--- config.mk ---
export PLATFORM = sky130hd
export DESIGN_NAME = mem_port_arbiter
export DESIGN_NICKNAME = d
export VERILOG_FILES = /design/src/rtl/mem_arb_pkg.sv /design/src/rtl/mem_arb_pick.sv /design/src/rtl/mem_port_arbiter.sv
export SDC_FILE = /design/constraint.sdc
export NUM_CORES = 1
export LEC_CHECK = 0
export BUFFER_PORTS_ARGS = -buffer_cell sky130_fd_sc_hd__buf_2
export CORE_AREA = 3 3 209 211
export CTS_BUF_LIST = sky130_fd_sc_hd__clkbuf_16
export DETAILED_ROUTE_END_ITERATION = 8
export DIE_AREA = 0 0 212 214
export PLACE_DENSITY = 0.51
export SYNTH_ARGS = -nofsm -noshare
export SYNTH_HDL_FRONTEND = slang
export SYNTH_SLANG_ARGS = --single-unit
--- constraint.sdc ---
create_clock -name clk -period 1.77 [get_ports clk]
set_clock_uncertainty 0.2 [all_clocks]
set_input_delay 0.354 -clock clk [delete_from_list [all_inputs] [get_ports clk]]
set_output_delay 0.354 -clock clk [all_outputs]
set_load 0.005 [all_outputs]
--- src/rtl/mem_arb_pkg.sv ---
// Shared types and constants for the IF/LS memory port arbiter.
// Widths here set the default data/address width used by mem_port_arbiter.
package mem_arb_pkg;

   localparam int ARB_XLEN   = 64;
   localparam int ARB_MASK_W = ARB_XLEN / 8;

   typedef enum logic [1:0] {
      IDLE = 2'd0,
      REQ  = 2'd1,
      WAIT = 2'd2
   } arb_state_e;

   typedef enum logic {
      OWN_IF = 1'b0,
      OWN_LS = 1'b1
   } owner_e;

   // Memory is doubleword addressed; requesters keep byte-lane selection.
   localparam logic [ARB_XLEN-1:0] ALIGN_MASK = {{(ARB_XLEN-3){1'b1}}, 3'b000};

   function automatic logic [ARB_XLEN-1:0] align_addr(input logic [ARB_XLEN-1:0] addr);
      return addr & ALIGN_MASK;
   endfunction

endpackage

--- src/rtl/mem_arb_pick.sv ---
// Combinational grant picker for the memory port arbiter.
// MEM_ARB_RR_EN selects round-robin on ties; otherwise LS has fixed priority over IF.
module mem_arb_pick
   import mem_arb_pkg::*;
(
   input  logic if_valid,
   input  logic ls_valid,
   input  logic last_grant,
   output logic grant_if,
   output logic grant_ls
);

`ifdef MEM_ARB_RR_EN
   always_comb begin
      grant_if = 1'b0;
      grant_ls = 1'b0;
      if (if_valid && ls_valid) begin
         // On a tie the side that did not win last time goes first.
         if (last_grant == OWN_LS) begin
            grant_if = 1'b1;
         end else begin
            grant_ls = 1'b1;
         end
      end else begin
         grant_if = if_valid;
         grant_ls = ls_valid;
      end
   end
`else
   logic w_unused_last_grant;

   assign w_unused_last_grant = last_grant;

   // LS carries the older instruction, so it always beats IF.
   assign grant_ls = ls_valid;
   assign grant_if = if_valid & ~ls_valid;
`endif

endmodule

--- src/rtl/mem_port_arbiter.sv ---
// Shares one doubleword memory port between instruction fetch and load/store,
// one outstanding transaction at a time. MEM_ARB_RR_EN enables round-robin ties.
//
// state | meaning
// IDLE  | no transaction; arbitrate and accept a requester
// REQ   | present latched request to memory until accepted
// WAIT  | accepted; wait for the single response and route it to the owner
module mem_port_arbiter
   import mem_arb_pkg::*;
#(
   parameter int XLEN   = ARB_XLEN,
   parameter int MASK_W = XLEN / 8
) (
   input  logic              clk,
   input  logic              rst,

   input  logic              if_req_valid,
   output logic              if_req_ready,
   input  logic [XLEN-1:0]   if_req_addr,
   output logic              if_rsp_valid,
   output logic [XLEN-1:0]   if_rsp_data,

   input  logic              ls_req_valid,
   output logic              ls_req_ready,
   input  logic              ls_req_wen,
   input  logic [XLEN-1:0]   ls_req_addr,
   input  logic [XLEN-1:0]   ls_req_wdata,
   input  logic [MASK_W-1:0] ls_req_wmask,
   output logic              ls_rsp_valid,
   output logic [XLEN-1:0]   ls_rsp_data,

   output logic              mem_req_valid,
   input  logic              mem_req_ready,
   output logic              mem_req_wen,
   output logic [XLEN-1:0]   mem_req_addr,
   output logic [XLEN-1:0]   mem_req_wdata,
   output logic [MASK_W-1:0] mem_req_wmask,
   input  logic              mem_rsp_valid,
   input  logic [XLEN-1:0]   mem_rsp_data
);

   arb_state_e        r_state;
   arb_state_e        w_state_nxt;
   owner_e            r_owner;
   logic              r_wen;
   logic [XLEN-1:0]   r_addr;
   logic [XLEN-1:0]   r_wdata;
   logic [MASK_W-1:0] r_wmask;

   logic              w_last_grant;
   logic              w_grant_if;
   logic              w_grant_ls;
   logic              w_idle;
   logic              w_accept;
   logic              w_rsp_fire;
   logic [XLEN-1:0]   w_if_addr_al;
   logic [XLEN-1:0]   w_ls_addr_al;

   assign w_if_addr_al = if_req_addr & ALIGN_MASK[XLEN-1:0];
   assign w_ls_addr_al = ls_req_addr & ALIGN_MASK[XLEN-1:0];

`ifdef MEM_ARB_RR_EN
   logic r_last_grant;

   always_ff @(posedge clk) begin
      if (rst) begin
         r_last_grant <= OWN_IF;
      end else if (w_accept) begin
         r_last_grant <= w_grant_ls ? OWN_LS : OWN_IF;
      end
   end

   assign w_last_grant = r_last_grant;
`else
   assign w_last_grant = OWN_IF;
`endif

   mem_arb_pick u_pick (
      .if_valid   (if_req_valid),
      .ls_valid   (ls_req_valid),
      .last_grant (w_last_grant),
      .grant_if   (w_grant_if),
      .grant_ls   (w_grant_ls)
   );

   // Grants and responses are suppressed while reset is held so that a reset
   // landing on a live handshake cannot leak a ready or response pulse.
   assign w_idle     = (r_state == IDLE) & ~rst;
   assign w_accept   = w_idle & (w_grant_if | w_grant_ls);
   assign w_rsp_fire = (r_state == WAIT) & mem_rsp_valid & ~rst;

   assign if_req_ready = w_idle & w_grant_if;
   assign ls_req_ready = w_idle & w_grant_ls;

   always_ff @(posedge clk) begin
      if (rst) begin
         r_state <= IDLE;
         r_owner <= OWN_IF;
         r_wen   <= 1'b0;
         r_addr  <= '0;
         r_wdata <= '0;
         r_wmask <= '0;
      end else begin
         r_state <= w_state_nxt;
         if (w_accept) begin
            r_owner <= w_grant_ls ? OWN_LS : OWN_IF;
            r_wen   <= w_grant_ls & ls_req_wen;
            r_addr  <= w_grant_ls ? w_ls_addr_al : w_if_addr_al;
            r_wdata <= w_grant_ls ? ls_req_wdata : '0;
            r_wmask <= w_grant_ls ? ls_req_wmask : '0;
         end
      end
   end

   always_comb begin
      w_state_nxt   = r_state;
      mem_req_valid = 1'b0;
      mem_req_wen   = 1'b0;
      mem_req_addr  = '0;
      mem_req_wdata = '0;
      mem_req_wmask = '0;
      case (r_state)
         IDLE: begin
            if (w_accept) begin
               w_state_nxt = REQ;
            end
         end
         REQ: begin
            mem_req_valid = 1'b1;
            mem_req_wen   = r_wen;
            mem_req_addr  = r_addr;
            mem_req_wdata = r_wdata;
            mem_req_wmask = r_wmask;
            if (mem_req_ready) begin
               w_state_nxt = WAIT;
            end
         end
         WAIT: begin
            // Returning to IDLE only after the response keeps a new grant
            // out of the response cycle.
            if (mem_rsp_valid) begin
               w_state_nxt = IDLE;
            end
         end
         default: begin
            w_state_nxt = IDLE;
         end
      endcase
   end

   always_comb begin
      if_rsp_valid = 1'b0;
      if_rsp_data  = '0;
      ls_rsp_valid = 1'b0;
      ls_rsp_data  = '0;
      if (w_rsp_fire) begin
         if (r_owner == OWN_LS) begin
            ls_rsp_valid = 1'b1;
            ls_rsp_data  = r_wen ? '0 : mem_rsp_data;
         end else begin
            if_rsp_valid = 1'b1;
            if_rsp_data  = mem_rsp_data;
         end
      end
   end

endmodule

Word level (Yosys, flattened, before mapping)
Cells that the tools add are included.
{"block": "word_totals", "ff_bits": 140, "latch_bits": 0, "ramBits": 0, "mem_bits_ro": 0, "inputBits": 271, "out_inout_bits": 270, "n_memories": 0}
{"block": "classes", "addsub": 0, "multipliers": 0, "div": 0, "order_cmp": 0, "eq_ne": 5, "shifts": 0, "muxes": 22, "bitwise_logic": 11, "n_reduce_logical": 2}
{"operator": "64-bit two-way mux", "count": 9}
{"operator": "8-bit two-way mux", "count": 2}
{"operator": "1-bit AND", "count": 8}
{"operator": "1-bit two-way mux", "count": 7}
{"operator": "2-bit two-way mux", "count": 3}
{"operator": "2-bit != test, second input constant", "count": 3}
{"operator": "2-bit case mux with 3 select lines", "count": 1}
{"operator": "3-bit AND reduction", "count": 1}
{"operator": "2-bit by 1-bit equality test with 1-bit output, second input constant", "count": 1}
{"operator": "2-bit equality test, second input constant", "count": 1}
{"operator": "2-bit logical NOT", "count": 1}
{"operator": "1-bit NOT", "count": 2}
{"operator": "1-bit bitwise OR", "count": 1}

Longest topological paths before layout
{"block": "logic_depth", "ltp_word": 6, "ltp_mapped": 6, "depth_no_buf": 3}

Modules after synthesis
A second synthesis with hierarchy kept.
{"block": "hier_totals", "hier_cells": 759, "hier_area_um2": 7059.3}
{"module": "mem_port_arbiter", "instances": 1, "cells_per_inst": 757, "area_per_inst_um2": 7038.0}
{"module": "mem_arb_pick", "instances": 1, "cells_per_inst": 2, "area_per_inst_um2": 21.3}

Worst setup path before layout
Ideal clock, no wire load.
{"block": "synth_path", "path_kind": "input to output", "start": "in rst", "end": "out if_rsp_data[10]", "arrival_ns": 1.296, "required_time_ns": 1.216, "path_slack_ns": -0.080, "path_stages": 5, "n_path_buf": 3, "cell_sequence": "buf_2 nor4_1 clkbuf_2 clkbuf_2 and2_1"}
{"block": "synth_between", "elab_chain_cells": 3}
{"item": "start, declared", "line": "mem_port_arbiter.sv:15", "source": "input logic rst,"}
{"item": "1-bit NOT", "line": "mem_port_arbiter.sv:90", "source": "assign w_rsp_fire = (r_state == WAIT) & mem_rsp_valid & ~rst;"}
{"item": "1-bit AND", "line": "mem_port_arbiter.sv:90"}
{"item": "64-bit two-way mux", "line": "mem_port_arbiter.sv:156", "source": "if (w_rsp_fire) begin"}
{"item": "end, declared", "line": "mem_port_arbiter.sv:21", "source": "output logic [XLEN-1:0] if_rsp_data,"}
Every way passes these cells.

Worst setup path after layout
{"block": "layout_path", "start": "reg r_state[0]", "end": "out ls_rsp_data[11]"}
{"block": "layout_between", "elab_chain_cells": 4}
{"item": "start, declared", "line": "mem_port_arbiter.sv:42", "source": "arb_state_e r_state;"}
{"item": "start signal, assigned", "line": "mem_port_arbiter.sv:104", "source": "r_state <= w_state_nxt;"}
{"item": "2-bit equality test", "line": "mem_port_arbiter.sv:90"}
{"item": "1-bit AND (2 in series)", "line": "mem_port_arbiter.sv:90"}
{"item": "64-bit two-way mux", "line": "mem_port_arbiter.sv:156"}
{"item": "end, declared", "line": "mem_port_arbiter.sv:30", "source": "output logic [XLEN-1:0] ls_rsp_data,"}
Every way passes these cells.

==> flow_summary.yaml <==
layout:
  fill_cells: 4230
  drive_gt1_frac: 0.616
  fin_nets: 1693
  area.growth.synth_to_final_pct: 111
  register_area_um2: 2760
  multiInputGateArea_um2: 4430
  final_cells: 1980
  fin_util: 0.351
place:
  post-place-cells: 1798
  post-dp-hpwl_mm: 24.7
  portBuffers: 531
  gp_congestion: 0.972
global_routing:
  grt_overflow: 0
  track_usage: 0.151
  antenna_found_initial: 12
  grt_max_degree: 56
  grt_pass1_vias: 8323
  grt_pass1_wl_mm: 51.5
clocking:
  clock-sinks: 137
  cts_buffers: 17
  clk_pin_slew_worst_paths_ns: 0.06
  cts_root_buf: "clkbuf_16"
  cts_tree: "done"
  clock_latency_ns: 0.45
  htree_levels: 4
  clk_path_buf_depth: 2
synth:
  synth_edf_count: 0
  synth_top_flop_cell: "dfxtp_1"
  yosys.area.top_type: "dfxtp_1"
  yosys_warnings: 0
  syn-mean-instance-area_um2: 9.17
  syn_area_um2: 6980
  syn-instance-count: 761
  ys_top_cells_by_area: "dfxtp_1 39%, and2_1 24%, a22o_1 9.2%"
  yosys.cell_count.top_type: "and2_1"
  synth_seq_area_share: 0.393
  async_flop_share: 0
  synth-seq-cells: 137
  synth_cell_types: 28
  synth_top_area_frac: 0.393
  ys_top_cells_by_count: "263 x and2_1, 137 x dfxtp_1, 73 x a22o_1, 62 x a21oi_1, 61 x mux2i_1"
timing:
  finalSetupTns_ns: -155.20
  fmax_ghz: 0.421
  max_slew.worst_pin.slew_ns: 0.747
  grt_setup_unrepaired: "true"
  fin_crit_sh: 1.34
  whs_ns: 0.0415
  fin_ws_ns: -0.605
  setup_viol: 398
  slew_violations: 0
  fin_crit_ns: 2.37
  slew_headroom: 0.502
  hold_viol_final: 0
route:
  drt_iter0_drc: 595
  viasPerCell: 4.32
  ant_nets: 0
  wl_mm: 40.5
  drc: 0
  routedWlPerCell_um: 20.5
  routed-via-count: 8558
  first_pass_iters: 5
setup_path:
  r2r_start: "r_state[1]"
  r2r-end: "r_wdata[35]"
  r2r_cells: 8
  regToRegSetupSlack_ns: -0.15
  crit_family: "buffers and inverters"
  cp.arrival_ns: 1.82
  path_class: "reg -> out"
  cpPeakStageDelay_ns: 0.37
  cp_cell_sequence: "nor4_4, buf_6, buf_12, clkbuf_16, and2_1, buf_2"
  start_kind: "register"
  cp_slowest_cell: "dfxtp_4"
  critical_path_required_ns: 1.22
  cp-end-kind: "output pin"
  worst-path-buf-inv: 4
  critPathMaxFanout: 8
floorplan:
  die_w_um: 212
  io_pins: 541
  die-height_um: 214
  start_util: 0.166
  rows: 75
  die_area_um2: 45400
  coreArea_um2: 41900
power_and_ir_drop:
  power_density_nw_per_um2: 667
  worst_ir_drop_vdd_uv: 558
  power.total_uw: 9830
  power.leakage_uw: 0.00712
outcome:
  violations: "setup timing"
  status: "finished with violations"
flow_run:
  drv_cap: 0
hold_path:
  min_from: "if_req_addr[19]"
  hold_depth: 3
  min_to: "r_addr[19]"
  min_path_type: "in -> reg"
-- layer usage --
layer  vias up  track usage  wire length (um)
met3        50       0.0587              3740
met5         -            0                 9
met4         2       0.0413               658
met2       445        0.239             19200
met1      4075        0.192             16900
li1       3986            -                 -
-- layout by cell type (no fill, tap or decap), drive strengths merged --
cell and count:
nand3 1, nand2b 1, or2 1, diode 7, buf 634, a21bo 1, clkbuf 32, and2 263
a22oi 2, a21oi 63, nor3 1, mux2i 61, dfxtp 137, nor4b 1, nand2 2, conb 3
clkinv 7, clkinvlp 2, a22o 73, inv 4, dlygate4sd3 74, bufinv 2, a211oi 61, nor4 3
nor2b 1, nor2 4
-- per-stage QoR --
step                      setup slack [ns]  instance area [um^2]
after floorplan                    -0.0258                  7000
after global placement              -0.344                 10400
after detailed placement            -0.371                 10400
after global routing                -0.688                 14700
final                               -0.605                 14700
after CTS                           -0.645                 12800
-- timing repair --
| item | in CTS | in global routing |
|---|---|---|
| pin swaps | 26 | 139 |
| gates cloned | 18 | 19 |
| setup endpoints to repair | 392 | 388 |
| hold buffers | 74 | 0 |
| gates resized for setup | 95 | 349 |
| setup buffers | 21 | 23 |
| endpoints found under the hold margin | 75 | 0 |
-- kinds of logic after synthesis --
logic type	synth area share
compound gates	0.209
buf+inv	0.0602
flops	0.393
mux	0.0875
other cells	0.000537
simple gates	0.249
-- flip-flops by register name (all words and copies together), names as in the netlist --
signal	flops
r_addr	61
r_owner	1
r_state	2
r_wdata	64
r_wen	1
r_wmask	8
-- cell type report --
cell class              instances  share of cell area
diodes                          7             0.00119
clock buffers                  17              0.0289
clock inverters                14             0.00798
inverters                       1            0.000255
multi-input cells             542               0.301
flip-flops and latches        137               0.187
well taps                     539              0.0458
repair buffers                723               0.428
-- worst reg2reg max path, delay by kind of cell, from the launching register on --
family          cells  cell delay (ns)
buf+inv             6             0.88
flops               1             0.37
simple gates        1             0.23
compound gates      1             0.19
-- power breakdown --
group / leakage (uW) / internal [uW] / switching, uW
clock network: 0.000274 / 2020 / 1450
logic: 0.00571 / 1600 / 1200
registers: 0.00113 / 3370 / 185
total: 0.00712 / 6990 / 2840
-- worst max path at each step --
| stage | start | to | cells after the start |
|---|---|---|---|
| global placement | rst | r_wdata[50] | 6 |
| CTS | r_owner | ls_rsp_data[25] | 7 |
| detailed placement | rst | r_wen | 6 |
| global route | r_state[0] | ls_rsp_data[11] | 6 |
| finish | r_state[0] | ls_rsp_data[11] | 6 |
| floorplan | rst | ls_rsp_data[10] | 4 |
No activity file was read; power rests on OpenSTA's default activity.
